===== src/rtl/sdr_init_seq.sv =====
// SDRAM power-up initialisation sequencer: power-up wait, precharge-all,
// NREF auto-refreshes, mode-register load, then holds NOP with init_done.
module sdr_init_seq #(
    parameter int unsigned PWRUP_CYCLES = 8,
    parameter int unsigned TRP          = 2,
    parameter int unsigned TRFC         = 4,
    parameter int unsigned TMRD         = 2,
    parameter int unsigned NREF         = 2
) (
    input  logic        sdram_clk,
    input  logic        sdram_reset,
    input  logic        reinit,
    input  logic [1:0]  cfg_cas_lat,
    input  logic [2:0]  cfg_burst_len,
    output logic        sdr_cke,
    output logic        sdr_cs_n,
    output logic        sdr_ras_n,
    output logic        sdr_cas_n,
    output logic        sdr_we_n,
    output logic [1:0]  sdr_ba,
    output logic [12:0] sdr_addr,
    output logic        sdr_init_done
);

    localparam int unsigned CNT_W  = 16;
    localparam int unsigned REF_W  = 4;
    localparam int unsigned ADDR_W = 13;

    localparam logic [3:0] CMD_NOP  = 4'b0111;
    localparam logic [3:0] CMD_PRE  = 4'b0010;
    localparam logic [3:0] CMD_AREF = 4'b0001;
    localparam logic [3:0] CMD_LMR  = 4'b0000;

    // Wait loads are "cycles remaining after the current one".
    localparam logic [CNT_W-1:0] PWRUP_LD = CNT_W'(PWRUP_CYCLES);
    localparam logic [CNT_W-1:0] TRP_LD   = (TRP  > 1) ? CNT_W'(TRP  - 2) : '0;
    localparam logic [CNT_W-1:0] TRFC_LD  = (TRFC > 1) ? CNT_W'(TRFC - 2) : '0;
    localparam logic [CNT_W-1:0] TMRD_LD  = (TMRD > 1) ? CNT_W'(TMRD - 2) : '0;
    localparam logic [REF_W-1:0] NREF_LD  = REF_W'(NREF);

    typedef enum logic [2:0] {
        WAIT_PWRUP,
        PRECHARGE,
        WAIT_TRP,
        AUTO_REF,
        WAIT_TRFC,
        LOAD_MODE,
        WAIT_TMRD,
        DONE
    } state_t;

    state_t              state_q, state_d;
    logic [CNT_W-1:0]    cnt_q, cnt_d;
    logic [REF_W-1:0]    ref_q, ref_d;
    logic                cke_q, cke_d;
    logic [3:0]          cmd_q, cmd_d;
    logic [1:0]          ba_q, ba_d;
    logic [ADDR_W-1:0]   addr_q, addr_d;
    logic                done_q, done_d;
    logic [1:0]          cas_eff;
    logic [ADDR_W-1:0]   mode_word;

    // A CAS latency code of 0 is reserved, so it is promoted to 3.
    assign cas_eff   = (cfg_cas_lat == 2'b00) ? 2'b11 : cfg_cas_lat;
    assign mode_word = {3'b000, 1'b0, 2'b00, 1'b0, cas_eff, 1'b0, cfg_burst_len};

    always_comb begin
        state_d = state_q;
        cnt_d   = cnt_q;
        ref_d   = ref_q;
        cke_d   = 1'b1;
        cmd_d   = CMD_NOP;
        ba_d    = 2'b00;
        addr_d  = '0;
        done_d  = 1'b0;

        case (state_q)
            WAIT_PWRUP: begin
                if (cnt_q == '0) state_d = PRECHARGE;
                else             cnt_d   = cnt_q - CNT_W'(1);
            end
            PRECHARGE: begin
                ref_d = '0;
                cnt_d = TRP_LD;
                state_d = (TRP > 1) ? WAIT_TRP : AUTO_REF;
            end
            WAIT_TRP: begin
                if (cnt_q == '0) state_d = AUTO_REF;
                else             cnt_d   = cnt_q - CNT_W'(1);
            end
            AUTO_REF: begin
                ref_d = ref_q + REF_W'(1);
                cnt_d = TRFC_LD;
                if (TRFC > 1)            state_d = WAIT_TRFC;
                else if (ref_d == NREF_LD) state_d = LOAD_MODE;
                else                     state_d = AUTO_REF;
            end
            WAIT_TRFC: begin
                if (cnt_q != '0)           cnt_d   = cnt_q - CNT_W'(1);
                else if (ref_q == NREF_LD) state_d = LOAD_MODE;
                else                       state_d = AUTO_REF;
            end
            LOAD_MODE: begin
                cnt_d   = TMRD_LD;
                state_d = (TMRD > 1) ? WAIT_TMRD : DONE;
            end
            WAIT_TMRD: begin
                if (cnt_q == '0) state_d = DONE;
                else             cnt_d   = cnt_q - CNT_W'(1);
            end
            DONE: begin
                if (reinit) state_d = PRECHARGE;
            end
            default: begin
                state_d = WAIT_PWRUP;
                cnt_d   = PWRUP_LD;
            end
        endcase

        // Outputs are decoded from the next state so they align with it.
        case (state_d)
            WAIT_PWRUP: cke_d = (cnt_d == '0);
            PRECHARGE: begin
                cmd_d      = CMD_PRE;
                addr_d[10] = 1'b1;
            end
            AUTO_REF:  cmd_d = CMD_AREF;
            LOAD_MODE: begin
                cmd_d  = CMD_LMR;
                addr_d = mode_word;
            end
            DONE:      done_d = 1'b1;
            default:   cmd_d = CMD_NOP;
        endcase
    end

    always_ff @(posedge sdram_clk) begin
        if (sdram_reset) begin
            state_q <= WAIT_PWRUP;
            cnt_q   <= PWRUP_LD;
            ref_q   <= '0;
            cke_q   <= 1'b0;
            cmd_q   <= CMD_NOP;
            ba_q    <= 2'b00;
            addr_q  <= '0;
            done_q  <= 1'b0;
        end else begin
            state_q <= state_d;
            cnt_q   <= cnt_d;
            ref_q   <= ref_d;
            cke_q   <= cke_d;
            cmd_q   <= cmd_d;
            ba_q    <= ba_d;
            addr_q  <= addr_d;
            done_q  <= done_d;
        end
    end

    assign sdr_cke       = cke_q;
    assign sdr_cs_n      = cmd_q[3];
    assign sdr_ras_n     = cmd_q[2];
    assign sdr_cas_n     = cmd_q[1];
    assign sdr_we_n      = cmd_q[0];
    assign sdr_ba        = ba_q;
    assign sdr_addr      = addr_q;
    assign sdr_init_done = done_q;

endmodule


===== config.mk =====
export PLATFORM = sky130hd
export DESIGN_NAME = sdr_init_seq
export DESIGN_NICKNAME = d
export VERILOG_FILES = /design/src/rtl/sdr_init_seq.sv
export SDC_FILE = /design/constraint.sdc
export NUM_CORES = 1
export LEC_CHECK = 0
export CORE_UTILIZATION = 57
export CTS_CLUSTER_SIZE = 40
export DETAILED_ROUTE_END_ITERATION = 6
export PLACE_DENSITY_LB_ADDON = 0.12
export SYNTH_ARGS = -nofsm -noshare
export SYNTH_HDL_FRONTEND = slang
export SYNTH_SLANG_ARGS = --single-unit

===== constraint.sdc =====
create_clock -name sdram_clk -period 6.8 [get_ports sdram_clk]
set_clock_uncertainty 0.1 [all_clocks]
set_input_delay 2.04 -clock sdram_clk [delete_from_list [all_inputs] [get_ports sdram_clk]]
set_output_delay 2.04 -clock sdram_clk [all_outputs]
set_load 0.01 [all_outputs]

==> impl.org <==
** GRT
- Pin count of the biggest net entering global routing :: 31
- Aggregate global routing overflow :: 0
- The initial antenna violation count was 0.
- Wire length of the first global-routing pass :: 6630 um
- GRT Overall Usage :: around 25%
- The number of global-route vias before repair is roughly 1400.

** Yosys
- Synthesis produced a netlist whose cell count is approximately 230.
- After synthesis the netlist holds a flip-flop and latch count of 34.
- Number of enable-type register cells in the synthesized netlist :: 0
- Primary FF master, synth :: dfxtp_1
- Proportion of synthesized chip area in sequential cells :: between 30% and 40%
- Top cell type's share of synthesized area :: a little over a third
- Number of unique standard cell types used by synthesis :: 52
- Biggest area consumer among synthesized cells :: dfxtp_1
- Average instance area after synthesis :: 8.04 um2
- Cell area after technology mapping :: between 1500 and 2000 um2
- Share of flip-flops with an asynchronous set or reset :: 0%
- The Yosys step of the flow raised 0 warnings.
- After synthesis, the cell types taking the most area are dfxtp_1 36%, a21oi_1 5.9%, nor2_1 5.8%.

** Power
- Pwr Total :: between 0.8 and 0.9 mW
- Worst ir drop on vdd :: between 0.2 and 0.3 mV
- Leak pwr :: 0.820 nW
- In this run the power density over the cells is 402 nW/um2.

** Worst setup path
- Across all register-to-register paths, the minimum setup slack is 3540 ps.
- Family of cells with the greatest summed delay on the critical path :: buffers and inverters
- Number of cells on the worst reg-to-reg path :: 9
- Startpoint of the worst-slack reg-to-reg timing path :: cnt_q[0]
- Startpoint types :: register
- Highest net fanout along the worst path :: 1
- Counting both buffers and inverters, the worst setup path holds a total of 1.
- The critical path is of the reg2out type.
- For the worst setup path, the data required time is between 4000 and 5000 ps.
- The worst register-to-register path ends at sdr_cke.
- Type of element capturing the critical path :: output port
- Critical-path top delay cell :: clkdlybuf4s50_1
- For the worst setup path, the data arrival time is approximately 1200 ps.
- Traced cell by cell, the critical path runs through clkdlybuf4s50_1.
- Worst path max stage delay :: about 530 ps

** STA
- On the final layout, the worst hold slack is 431 ps.
- For this run, the top clock speed supported by timing is 300 MHz.
- Total Neg Setup Slack :: 0 ps
- Number of failing hold endpoints at the final stage :: 0
- Max Slew Vio Count :: 0
- Actual slew at the worst max-slew pin :: between 700 and 800 ps
- Setup violations remaining at the end of the flow were counted as 0.
- Setup repair after global routing left no endpoint under its margin.
- The worst path uses between 40% and 50% of the clock period.
- The worst pin sits at a relative slew slack of between 40 and 50%.
- Clock period minus final worst setup slack :: roughly 3300 ps

** Finish
- Most common cell after layout, fill and taps aside :: dfxtp_1
- End-of-flow core utilization :: ~70%
- Fill cell count :: between 200 and 300
- Total area of multi-input combinational cells :: approximately 1100 um2
- FF+latch area :: just under 700 um2
- Fraction of final layout cells with drive strength greater than 1 :: under 10%
- Layout Area Growth over Synthesis :: 13.4%
- At the end of the flow, the number of nets in the layout was roughly 260.
- Commonest cells after routing, fill and taps aside :: 34 x dfxtp_1, 29 x nor2_1, 22 x a21oi_1, 19 x nand2_1, 18 x clkdlybuf4s50_1
- The number of antenna diodes in the final layout is 0.

** Clock network
- The cell sitting at the root of the clock tree is a clkbuf_4.
- The longest clock path from root to sink contains 2 buffers.
- The clock net in this run drives a total of 34 sinks.
- Clock transition at the registers of the reported paths :: approximately 110 ps
- In this run, CTS created clock tree buffers numbering 5.
- Buffers added to address setup during post-CTS repair amount to 0.
- CTS hold repair buffers :: 0
- Count of cells resized by post-cts repair :: 0
- Deepest level of the CTS H-tree :: 2
- TritonCTS built the clock tree.
- Clk Latency, worst-skew pair :: around 340 ps

** Detailed routing
- After the first detailed-routing iteration, the DRC count stood at 90.
- The detailed router placed about 1700 vias in this run.
- # DRC :: 0
- Number of detailed-route iterations in the first pass :: 4
- Routed wire length :: around 4000 um
- Count of nets left with antenna violations after detail routing :: 0
- After detailed routing, the number of vias per cell comes to around 5.7.
- Wire per inst :: 13.5 um

** Floorplanning
- Die Y :: roughly 60 um
- Placement Rows :: 20
- Once the floorplan was initialized, standard cells occupied a little over 60% of the core.
- In this run the count of I/O pins placed on the die edge is 29.
- The floorplan step defined a die boundary enclosing 3530 um2.
- Floorplan die width :: 59.5 um
- Core outline area :: around 3100 um2

** Min path
- The worst hold path terminates at ref_q[3].
- Worst min-delay path class :: reg2reg
- The startpoint identified for the worst hold timing path is ref_q[3].
- The worst hold path passes through 2 cells.

** Status
- Status :: finished clean

** Place
- Placed wire-length estimate :: around 2800 um
- Port Buf Inserts :: 18
- Routability-driven placement finished with a final weighted congestion of around 0.93.

** Flow run
- Across the run, the number of max-cap violations was 0.
==> worst max path at each step <==
stage / from / end / slack [ps] / depth (start not counted)
final: cmd_q[0] / sdr_we_n / 3460 / 1
after global routing: cnt_q[4] / sdr_cke / 3330 / 7
after CTS: cmd_q[0] / sdr_we_n / 3440 / 1
after detailed placement: sdram_reset / sdr_cke / 3150 / 6
after global placement: sdram_reset / sdr_cke / 3180 / 6
after floorplan: sdram_reset / sdr_cke / 3730 / 5
==> flip-flops by register name (all words and copies together) (netlist names) <==
signal and count:
cnt_q 16, sdr_addr 6, ref_q 4, cmd_q 3, state_q 3, sdr_cke 1, sdr_init_done 1
==> logic make-up (layout without fill, tap and decap cells) <==
| logic type | count (synthesis) | in the layout | share of synthesized area [%] |
|---|---|---|---|
| other | 1 | 10 | 0.199 |
| AO/OA/AOI/OAI | 59 | 59 | 20.9 |
| AND/OR/NAND/NOR | 98 | 98 | 27.5 |
| buffers and inverters | 31 | 36 | 9.18 |
| adder cells (fa/ha/maj) | 4 | 4 | 2.66 |
| XOR/XNOR | 6 | 6 | 2.79 |
| flip-flops | 34 | 34 | 36.2 |
| multiplexers | 1 | 1 | 0.532 |
==> layout make-up <==
cell class | count | area share (%)
multi-input combinational | 178 | 49.8
sequential | 34 | 31.9
timing repair buffer | 20 | 9.14
clock inverter | 2 | 2.81
tap | 44 | 2.58
clock buffer | 6 | 2.40
inverter | 8 | 1.41
==> Yosys cell counts (all sizes together), types with 2 or more instances <==
cell type	number
o211ai	2
dfxtp	34
a21o	2
nand2b	2
o311a	2
and2	5
and3	2
xor2	3
o21ai	12
a2bb2oi	2
nor2b	6
a21oi	22
or4	2
nand4b	3
nor3b	4
a2111oi	2
o32ai	2
or3	3
a221oi	3
nor2	29
xnor2	3
nor3	7
clkbuf	8
nand3	5
o41ai	2
nand2	19
buf	15
inv	7
nor4	5
nand4	2
o21a	2
ha	4
==> where the power goes <==
part	switching [mW]	total, mW	internal, mW
Clock	0.0681	0.193	0.125
Combinational	0.224	0.378	0.154
Sequential	0.0507	0.287	0.236
Total	0.342	0.857	0.515
==> routing by layer <==
| layer | global-route usage, % | vias up | part of all wire (%) |
|---|---|---|---|
| met4 | 11.9 | 0 | 1.9 |
| met1 | 34.6 | 751 | 47 |
| met3 | 4.59 | 9 | 6.7 |
| met5 | 0 | - | 0 |
| li1 | - | 841 | - |
| met2 | 38.2 | 68 | 44 |
==> stage by stage <==
step           setup slack [ps]  area [um2]  std cells
3_3_place_gp               3180        2020        284
2_1_floorplan              3730        1920        243
5_1_grt                    3330        2130        292
3_5_place_dp               3150        2020        284
6_report                   3460        2130        292
4_1_cts                    3440        2130        292
No activity file was read; power rests on OpenSTA's default activity.
